## src/rtl/pg_prefix_sum16_if.sv

```systemverilog
// Handshake/data bundle between a PG generation stage and pg_prefix_sum16.
// The master drives operands and accepts results; the slave is the adder.
interface pg_prefix_sum16_if #(
  parameter int WIDTH = 16
);
  logic               in_valid;
  logic               in_ready;
  logic [2*WIDTH-1:0] pg_in;
  logic               cin;
  logic               out_valid;
  logic               out_ready;
  logic [WIDTH-1:0]   sum;
  logic               cout;
  logic               pg_err;

  modport master (
    output in_valid, pg_in, cin, out_ready,
    input  in_ready, out_valid, sum, cout, pg_err
  );

  modport slave (
    input  in_valid, pg_in, cin, out_ready,
    output in_ready, out_valid, sum, cout, pg_err
  );
endinterface

```

## src/rtl/pg_prefix_sum16.sv

```systemverilog
// Time-folded Kogge-Stone carry resolution: takes per-bit {p,g} pairs and
// evaluates one prefix level per clock, then presents sum/cout/pg_err
// with a valid/ready handshake. One operation in flight at a time.
module pg_prefix_sum16 #(
  parameter int WIDTH = 16
) (
  input  logic               clk,
  input  logic               rst_n,
  pg_prefix_sum16_if.slave   bus
);

  localparam int LEVELS = $clog2(WIDTH);
  localparam int LVL_W  = $clog2(LEVELS) + 1;

  typedef enum logic [1:0] {
    ST_IDLE   = 2'd0,
    ST_PREFIX = 2'd1,
    ST_DONE   = 2'd2
  } state_t;

  state_t             state_r;
  state_t             state_nxt_s;
  logic [LVL_W-1:0]   level_r;
  logic [WIDTH-1:0]   g_r;
  logic [WIDTH-1:0]   p_r;
  logic [WIDTH-1:0]   p_orig_r;
  logic               cin_r;
  logic               err_r;
  logic               out_valid_r;
  logic [WIDTH-1:0]   sum_r;
  logic               cout_r;
  logic               pg_err_r;

  logic [WIDTH-1:0]   p_in_s;
  logic [WIDTH-1:0]   g_in_s;
  logic [WIDTH-1:0]   g_nxt_s;
  logic [WIDTH-1:0]   p_nxt_s;
  logic               last_level_s;
  int                 dist_s;

  // Flags any pair that claims both propagate and generate ({1,1}).
  function automatic logic pg_illegal(input logic [WIDTH-1:0] p,
                                      input logic [WIDTH-1:0] g);
    return |(p & g);
  endfunction

  // Split the packed {p_i, g_i} pairs into separate vectors.
  always_comb begin
    p_in_s = '0;
    g_in_s = '0;
    for (int i = 0; i < WIDTH; i++) begin
      p_in_s[i] = bus.pg_in[2*i+1];
      g_in_s[i] = bus.pg_in[2*i];
    end
  end

  // One Kogge-Stone level at distance 2^level; low bits below the distance pass through.
  always_comb begin
    g_nxt_s = g_r;
    p_nxt_s = p_r;
    dist_s  = 32'sd1 <<< level_r;
    for (int i = 0; i < WIDTH; i++) begin
      if (i >= dist_s) begin
        g_nxt_s[i] = g_r[i] | (p_r[i] & g_r[i-dist_s]);
        p_nxt_s[i] = p_r[i] & p_r[i-dist_s];
      end else begin
        g_nxt_s[i] = g_r[i];
        p_nxt_s[i] = p_r[i];
      end
    end
  end

  assign last_level_s = (level_r == LVL_W'(LEVELS - 1));

  // State register.
  always_ff @(posedge clk or negedge rst_n) begin
    if (!rst_n) begin
      state_r <= ST_IDLE;
    end else begin
      state_r <= state_nxt_s;
    end
  end

  // Next-state decode for IDLE -> PREFIX -> DONE -> IDLE.
  always_comb begin
    state_nxt_s = state_r;
    case (state_r)
      ST_IDLE: begin
        if (bus.in_valid) begin
          state_nxt_s = ST_PREFIX;
        end else begin
          state_nxt_s = ST_IDLE;
        end
      end
      ST_PREFIX: begin
        if (last_level_s) begin
          state_nxt_s = ST_DONE;
        end else begin
          state_nxt_s = ST_PREFIX;
        end
      end
      ST_DONE: begin
        if (bus.out_ready) begin
          state_nxt_s = ST_IDLE;
        end else begin
          state_nxt_s = ST_DONE;
        end
      end
      default: state_nxt_s = ST_IDLE;
    endcase
  end

  // Operand capture, per-level G/P update and registered result/handshake.
  always_ff @(posedge clk or negedge rst_n) begin
    if (!rst_n) begin
      level_r     <= '0;
      g_r         <= '0;
      p_r         <= '0;
      p_orig_r    <= '0;
      cin_r       <= 1'b0;
      err_r       <= 1'b0;
      out_valid_r <= 1'b0;
      sum_r       <= '0;
      cout_r      <= 1'b0;
      pg_err_r    <= 1'b0;
    end else begin
      case (state_r)
        ST_IDLE: begin
          if (bus.in_valid) begin
            p_orig_r <= p_in_s;
            p_r      <= p_in_s;
            // Fold cin into bit 0 so the prefix network carries it like any generate.
            g_r      <= {g_in_s[WIDTH-1:1], g_in_s[0] | (p_in_s[0] & bus.cin)};
            cin_r    <= bus.cin;
            err_r    <= pg_illegal(p_in_s, g_in_s);
            level_r  <= '0;
          end
        end
        ST_PREFIX: begin
          g_r     <= g_nxt_s;
          p_r     <= p_nxt_s;
          level_r <= level_r + LVL_W'(1);
          if (last_level_s) begin
            sum_r       <= p_orig_r ^ {g_nxt_s[WIDTH-2:0], cin_r};
            cout_r      <= g_nxt_s[WIDTH-1];
            pg_err_r    <= err_r;
            out_valid_r <= 1'b1;
          end
        end
        ST_DONE: begin
          if (bus.out_ready) begin
            out_valid_r <= 1'b0;
          end
        end
        default: begin
          out_valid_r <= 1'b0;
        end
      endcase
    end
  end

  assign bus.in_ready  = (state_r == ST_IDLE);
  assign bus.out_valid = out_valid_r;
  assign bus.sum       = sum_r;
  assign bus.cout      = cout_r;
  assign bus.pg_err    = pg_err_r;

endmodule

```

## src/flat_wrapper.sv

```systemverilog
// flat-port wrapper written by rule: the top's interface ports become plain ports
module pg_prefix_sum16_flat 
#(
  parameter int WIDTH = 16
)
  (clk, rst_n, bus_in_valid, bus_pg_in, bus_cin, bus_out_ready, bus_in_ready, bus_out_valid, bus_sum, bus_cout, bus_pg_err);
  pg_prefix_sum16_if #(.WIDTH(WIDTH)) bus_i ();
  input  logic clk;
  input  logic rst_n;
  input wire logic [$bits(bus_i.in_valid)-1:0] bus_in_valid;
  input wire logic [$bits(bus_i.pg_in)-1:0] bus_pg_in;
  input wire logic [$bits(bus_i.cin)-1:0] bus_cin;
  input wire logic [$bits(bus_i.out_ready)-1:0] bus_out_ready;
  output wire logic [$bits(bus_i.in_ready)-1:0] bus_in_ready;
  output wire logic [$bits(bus_i.out_valid)-1:0] bus_out_valid;
  output wire logic [$bits(bus_i.sum)-1:0] bus_sum;
  output wire logic [$bits(bus_i.cout)-1:0] bus_cout;
  output wire logic [$bits(bus_i.pg_err)-1:0] bus_pg_err;
  assign bus_i.in_valid = bus_in_valid;
  assign bus_i.pg_in = bus_pg_in;
  assign bus_i.cin = bus_cin;
  assign bus_i.out_ready = bus_out_ready;
  assign bus_in_ready = bus_i.in_ready;
  assign bus_out_valid = bus_i.out_valid;
  assign bus_sum = bus_i.sum;
  assign bus_cout = bus_i.cout;
  assign bus_pg_err = bus_i.pg_err;
  pg_prefix_sum16 #(.WIDTH(WIDTH)) u_core (.clk(clk), .rst_n(rst_n), .bus(bus_i));
endmodule
```

## config.mk

```make
export PLATFORM = sky130hd
export DESIGN_NAME = pg_prefix_sum16_flat
export DESIGN_NICKNAME = d
export VERILOG_FILES = /design/src/rtl/pg_prefix_sum16_if.sv /design/src/rtl/pg_prefix_sum16.sv /design/src/flat_wrapper.sv
export SDC_FILE = /design/constraint.sdc
export NUM_CORES = 1
export LEC_CHECK = 0
export ABC_CLOCK_PERIOD_IN_PS = 3400
export CAP_MARGIN = 20
export CORE_ASPECT_RATIO = 1.1
export CORE_MARGIN = 10
export CORE_UTILIZATION = 45
export DETAILED_ROUTE_END_ITERATION = 8
export GPL_TIMING_DRIVEN = 0
export PLACE_DENSITY_LB_ADDON = 0.25
export SLEW_MARGIN = 20
export SYNTH_ARGS = -nofsm -noshare
export SYNTH_HDL_FRONTEND = slang
export SYNTH_SLANG_ARGS = --single-unit
```

## constraint.sdc

```tcl
create_clock -name clk -period 3.4 [get_ports clk]
set_clock_uncertainty 0.15 [all_clocks]
set_input_delay 0.68 -clock clk [delete_from_list [all_inputs] [get_ports clk]]
set_output_delay 0.68 -clock clk [all_outputs]
set_load 0.01 [all_outputs]
```

After elaboration in Yosys (flattened, before gate mapping)
Index checks and enable logic that the tools add are counted.
{"block": "word_totals", "ff_bits": 74, "inputBits": 37, "output_inout_bits": 20, "wordCells": 315}
{"block": "classes", "n_addsub": 17, "n_lt_le_gt_ge": 32, "eq_ne": 22, "n_shift": 1, "muxes": 141, "bitwise_logic": 53, "n_reduce_logical": 23}
{"operator": "$lt A32 B6 Y1 const B", "n": 16}
{"operator": "$ge A5 B32 Y1 const A", "n": 8}
{"operator": "$sub A5 B32 Y32 const A", "n": 8}
{"operator": "$bmux W1 S4", "n": 32}
{"operator": "$ge A4 B32 Y1 const A", "n": 4}
{"operator": "$sub A4 B32 Y32 const A", "n": 4}
{"operator": "$mux W1", "n": 99}
{"operator": "$ge A3 B32 Y1 const A", "n": 2}
{"operator": "$pmux W16 S2", "n": 2}
{"operator": "$sub A3 B32 Y32 const A", "n": 2}
{"operator": "$reduce_and A3 Y1", "n": 17}
{"operator": "$ne A2 B1 Y1 const B", "n": 17}
{"operator": "$and A1 B1 Y1", "n": 33}
{"operator": "$ge A1 B32 Y1 const A", "n": 1}
{"operator": "$ge A2 B32 Y1 const A", "n": 1}
{"operator": "$mux W16", "n": 2}
{"operator": "$sshl A2 B3 Y32 const A", "n": 1}
{"operator": "$sub A1 B32 Y32 const A", "n": 1}
{"operator": "$sub A2 B32 Y32 const A", "n": 1}
{"operator": "$or A1 B1 Y1", "n": 17}
{"operator": "$and A16 B16 Y16", "n": 1}
{"operator": "$reduce_or A16 Y1", "n": 1}
{"operator": "$xor A16 B16 Y16", "n": 1}
{"operator": "$pmux W2 S3", "n": 1}
{"operator": "other kinds (13)", "n": 17}

Logic depth before layout (Yosys ltp)
{"block": "depth", "ltp_word": 9, "depth_mapped": 15, "mapped_depth_nobuf": 12}

Worst setup path after synthesis
No wires, ideal clock.
{"block": "synth_path", "kind": "register to register", "start": "reg u_core.level_r[0]", "end": "reg u_core.p_r[12]", "setup_time_ns": 0.065, "arrival_ns": 3.362, "required_time_ns": 3.185, "path_slack_ns": -0.178, "stages_incl_launch_ff": 16, "path_buffers": 4, "period_less_slack_ns": 3.578, "path_cell_list": "dfrtp_1 inv_1 ha_1 nor2b_1 buf_2 inv_2 clkbuf_1 ha_1 buf_2 clkbuf_1 xnor2_1 mux4_2 nand2_1 nand2_1 o22ai_1 a22o_1"}
{"block": "synth_via", "elab_chain_len": 8, "elab_cells_between_ends": 11, "classes_between": "add/sub: 1; order compare: 1; eq/ne: 1; shift: 1; mux: 5; bitwise: 1; reduce/logical: 1"}
{"element": "start: declaration", "line_no": "pg_prefix_sum16.sv:23", "source": "logic [LVL_W-1:0] level_r;"}
{"element": "start signal: assignment", "line_no": "pg_prefix_sum16.sv:142", "source": "level_r <= level_r + LVL_W'(1);"}
{"element": "$sshl A2 B3 Y32 *", "line_no": "pg_prefix_sum16.sv:61", "source": "dist_s = 32'sd1 <<< level_r;"}
{"element": "$sub A5 B32 Y32", "line_no": "pg_prefix_sum16.sv:65", "source": "p_nxt_s[i] = p_r[i] & p_r[i-dist_s];"}
{"element": "$bmux W1 S4", "line_no": "pg_prefix_sum16.sv:65"}
{"element": "$mux W1 (not written as such) (2 in series)", "line_no": "pg_prefix_sum16.sv:65"}
{"element": "$and A1 B1 Y1", "line_no": "pg_prefix_sum16.sv:65"}
{"element": "$mux W1", "line_no": "pg_prefix_sum16.sv:63", "source": "if (i >= dist_s) begin"}
{"element": "$pmux W16 S2", "line_no": "pg_prefix_sum16.sv:127", "source": "case (state_r)"}
{"element": "end signal: assignment", "line_no": "pg_prefix_sum16.sv:131", "source": "p_r <= p_in_s;"}
{"element": "end signal: assignment", "line_no": "pg_prefix_sum16.sv:141", "source": "p_r <= p_nxt_s;"}
{"element": "end: declaration", "line_no": "pg_prefix_sum16.sv:25", "source": "logic [WIDTH-1:0] p_r;"}
Every way passes the cells marked *; elsewhere a longest branch is shown, timed or not. The select of a mux whose other input is x is not followed.
A chain may end at the register's enable or synchronous reset.

Final worst setup path
{"block": "layout_path", "start": "reg u_core.level_r[0]", "end": "reg u_core.sum_r[9], in the netlist u_core.bus.sum[9]"}
{"block": "layout_via", "elab_chain_len": 9, "elab_cells_between_ends": 12, "classes_between": "add/sub: 1; order compare: 1; eq/ne: 1; shift: 1; mux: 4; bitwise: 3; reduce/logical: 1"}
{"element": "$sshl A2 B3 Y32", "line_no": "pg_prefix_sum16.sv:61"}
{"element": "$sub A5 B32 Y32", "line_no": "pg_prefix_sum16.sv:64", "source": "g_nxt_s[i] = g_r[i] | (p_r[i] & g_r[i-dist_s]);"}
{"element": "$bmux W1 S4", "line_no": "pg_prefix_sum16.sv:64"}
{"element": "$mux W1 (not written as such) (2 in series)", "line_no": "pg_prefix_sum16.sv:64"}
{"element": "$and A1 B1 Y1", "line_no": "pg_prefix_sum16.sv:64"}
{"element": "$or A1 B1 Y1", "line_no": "pg_prefix_sum16.sv:64"}
{"element": "$mux W1", "line_no": "pg_prefix_sum16.sv:63"}
{"element": "$xor A16 B16 Y16", "line_no": "pg_prefix_sum16.sv:144", "source": "sum_r <= p_orig_r ^ {g_nxt_s[WIDTH-2:0], cin_r};"}
{"element": "end signal: assignment", "line_no": "pg_prefix_sum16.sv:144"}
{"element": "end: declaration", "line_no": "pg_prefix_sum16.sv:30", "source": "logic [WIDTH-1:0] sum_r;"}
Parallel ways exist; a longest one is shown, timed or not. The select of a mux whose other input is x is not followed.

==> impl_metrics.env <==
export IMPL_rrSetupSlack_ps=-60
export IMPL_syn_area_sq_mm=0.00614
export IMPL_ys_top_cells_by_area="dfrtp_1 30%, mux2i_1 11%, nand2_1 8.1%"
export IMPL_slew_violations=0
export IMPL_routedWlPerCell_um=26.9
export IMPL_synth_distinct_cells=70
export IMPL_cp_slowest_cell="mux4_2"
export IMPL_avgSynthCellArea_sq_um=8.74
export IMPL_fp_dieArea_sq_mm=0.0187
export IMPL_initial_utilization_pct=46.3
export IMPL_die_x_um=131
export IMPL_grt_max_degree=52
export IMPL_num_rows=44
export IMPL_arrival_ps=3520
export IMPL_yosysMostFrequentCell="nand2_1"
export IMPL_grt_pass1_vias=6259
export IMPL_violations="setup timing"
export IMPL_worstSetupPathType="register to register"
export IMPL_synth_edf_count=0
export IMPL_ys_ff_latch=74
export IMPL_clk_latency_ps=350
export IMPL_remaining_drc_errors=0
export IMPL_cp_max_fo=5
export IMPL_io_buffers=56
export IMPL_via_per_inst=6.63
export IMPL_crit_path_start_kind="register"
export IMPL_holdBufCountCts=0
export IMPL_yosys_warnings=0
export IMPL_drv_cap=0
export IMPL_final_cells=977
export IMPL_dieHeight_um=142
export IMPL_synth_top_area_share_pct=30.2
export IMPL_ys_seq_area_share_pct=30.2
export IMPL_slew_headroom_pct=47.9
export IMPL_numCtsBuffers=9
export IMPL_cpPeakStageDelay_ps=600
export IMPL_nets=835
export IMPL_synthesis_nets=748
export IMPL_max_freq_mhz=289
export IMPL_path_clk_slew_ps=70
export IMPL_cts_tree="done"
export IMPL_io_pins=57
export IMPL_synth_top_cell_by_area="dfrtp_1"
export IMPL_drt_pass1_iterations=5
export IMPL_dp_cells=943
export IMPL_grt_overflow_total=0
export IMPL_layout_min_cycle_time_ps=3460
export IMPL_final_hold_viol_count=0
export IMPL_coreArea_sq_mm=0.0133
export IMPL_htreeDepth=3
export IMPL_drive_above_1_share_pct=17.7
export IMPL_async_reset_ff_share_pct=100
export IMPL_run_status="finished with violations"
export IMPL_cts_path_max_buffers=2
export IMPL_hpwl_um=19800
export IMPL_syn_inst=702
export IMPL_rsz0062_at_grt="true"
export IMPL_antenna_found_initial=0
export IMPL_period_share_pct=102
export IMPL_cp_required_ps=3460
export IMPL_fin_hold_ws_ps=91.8
export IMPL_drt_iter0_drc=833
export IMPL_area_growth_pct=27.3
export IMPL_gp_congestion=0.998
export IMPL_dr_total_vias=6477
export IMPL_diodes=0
export IMPL_ant_nets=0
export IMPL_totalWireLength_um=26300
export IMPL_cts_root_buf="clkbuf_16"
export IMPL_worstHoldPathType="input pin to async pin"
export IMPL_synthFlopType="dfrtp_1"
export IMPL_fin_ws_ps=-59.2
export IMPL_path_cells="inv_2 > ha_4 > nor2b_4 > buf_6 > clkinv_8 > clkbuf_16 > ha_4 > xnor2_4 > buf_6 > mux2i_1 > o21ai_0 > mux4_2 > a31oi_4 > xor2_1 > o21ai_1"
export IMPL_grt_first_pass_wirelength_um=39000
export IMPL_finalSetupViolations=3
export IMPL_cts_num_sinks=74
export IMPL_track_usage_pct=27.0
export IMPL_tightest_slew_ps=781
export IMPL_crit_path_end_kind="register"
export IMPL_synth_common_cells="132 x nand2_1, 74 x dfrtp_1, 65 x mux2i_1, 34 x o21ai_0, 32 x nor2_1"
[stage by stage]
step           setup TNS (ps)  util [%]  setup slack, ps  instance area [sq um]
2_1_floorplan               0         -             16.7                   6140
3_3_place_gp           -99670      52.3            -1210                   6940
3_5_place_dp           -11290      52.5             -831                   6960
4_1_cts                 -6.88      57.1            -6.73                   7580
5_1_grt                  -447      58.9             -149                   7820
6_report                 -168      58.9            -59.2                   7820
[sequential cells by signal, indices dropped and copies added, names as in the netlist]
register              count
u_core.level_r            3
u_core.bus.out_valid      1
u_core.err_r              1
u_core.bus.sum           16
u_core.state_r            2
u_core.g_r               16
u_core.cin_r              1
u_core.bus.cout           1
u_core.bus.pg_err         1
u_core.p_r               16
u_core.p_orig_r          16
[final timing paths]
path                                               startpoint                              to  cells past startpoint
worst max-delay path            u_core.level_r[0]$_DFFE_PN0P_   u_core.bus.sum[9]$_DFFE_PN0P_                     15
worst min-delay path                                    rst_n   u_core.level_r[2]$_DFFE_PN0P_                      1
worst max register to register  u_core.level_r[0]$_DFFE_PN0P_   u_core.bus.sum[9]$_DFFE_PN0P_                     15
worst min register to register  u_core.bus.sum[0]$_DFFE_PN0P_   u_core.bus.sum[0]$_DFFE_PN0P_                      2
max in group asynchronous                               rst_n  u_core.p_orig_r[7]$_DFFE_PN0P_                      2
min in group clk                u_core.bus.sum[0]$_DFFE_PN0P_   u_core.bus.sum[0]$_DFFE_PN0P_                      2
[layer usage]
metal / track usage [%] / up-vias / share of wire (%)
li1: - / 2777 / -
met1: 34.3 / 3239 / 40
met2: 43.5 / 383 / 46
met3: 5.30 / 78 / 8.7
met4: 12.6 / 0 / 4.8
met5: 0 / - / 0
[final cells by class]
| type | instances | area (sq um) |
|---|---|---|
| well taps | 184 | 230 |
| multi-input cells | 551 | 4250 |
| repair buffers | 79 | 793 |
| inverters | 17 | 81.3 |
| plain buffers | 57 | 348 |
| fillers | 1143 | 5450 |
| flip-flops and latches | 74 | 1850 |
| clock inverters | 5 | 32.5 |
| clock buffers | 10 | 229 |
[worst max-delay path: cells and delay by family, from the launching register on]
family / cells / cell delay, ps
DFF: 1 / 440
muxes: 2 / 770
AOI/OAI and AO/OA: 3 / 440
adders and majority gates: 2 / 330
and+or+nand+nor: 1 / 150
buffers and inverters: 5 / 640
xor gates and xnor gates: 2 / 390
[layout by cell type (no fill, tap or decap), drive strengths merged, types with 22 or more instances in the layout]
cell type      instances
nand3                 23
nand2                132
a21oi                 28
buf                   51
clkdlybuf4s50         55
mux4                  22
nor2                  32
mux2i                 65
dfrtp                 74
clkbuf                40
o21ai                 35
[kinds of logic after synthesis]
kind of cell    after synthesis  share of synthesized area, %
simple gates                246                          18.2
compound gates              180                          20.8
mux                          94                          20.0
buf+inv                      77                          5.50
flops                        74                          30.2
xor+xnor                     22                          3.57
fa+ha+maj                     9                          1.83
[what timing repair did]
action,4_1_cts,5_1_grt
setup endpoints to repair,22,16
pin swaps,5,12
buffers inserted,13,8
gates resized for setup,58,34
gates cloned,0,1
Power is not shown: default switching activity piles up to over one toggle a cycle in this logic, so the estimate is an artifact.
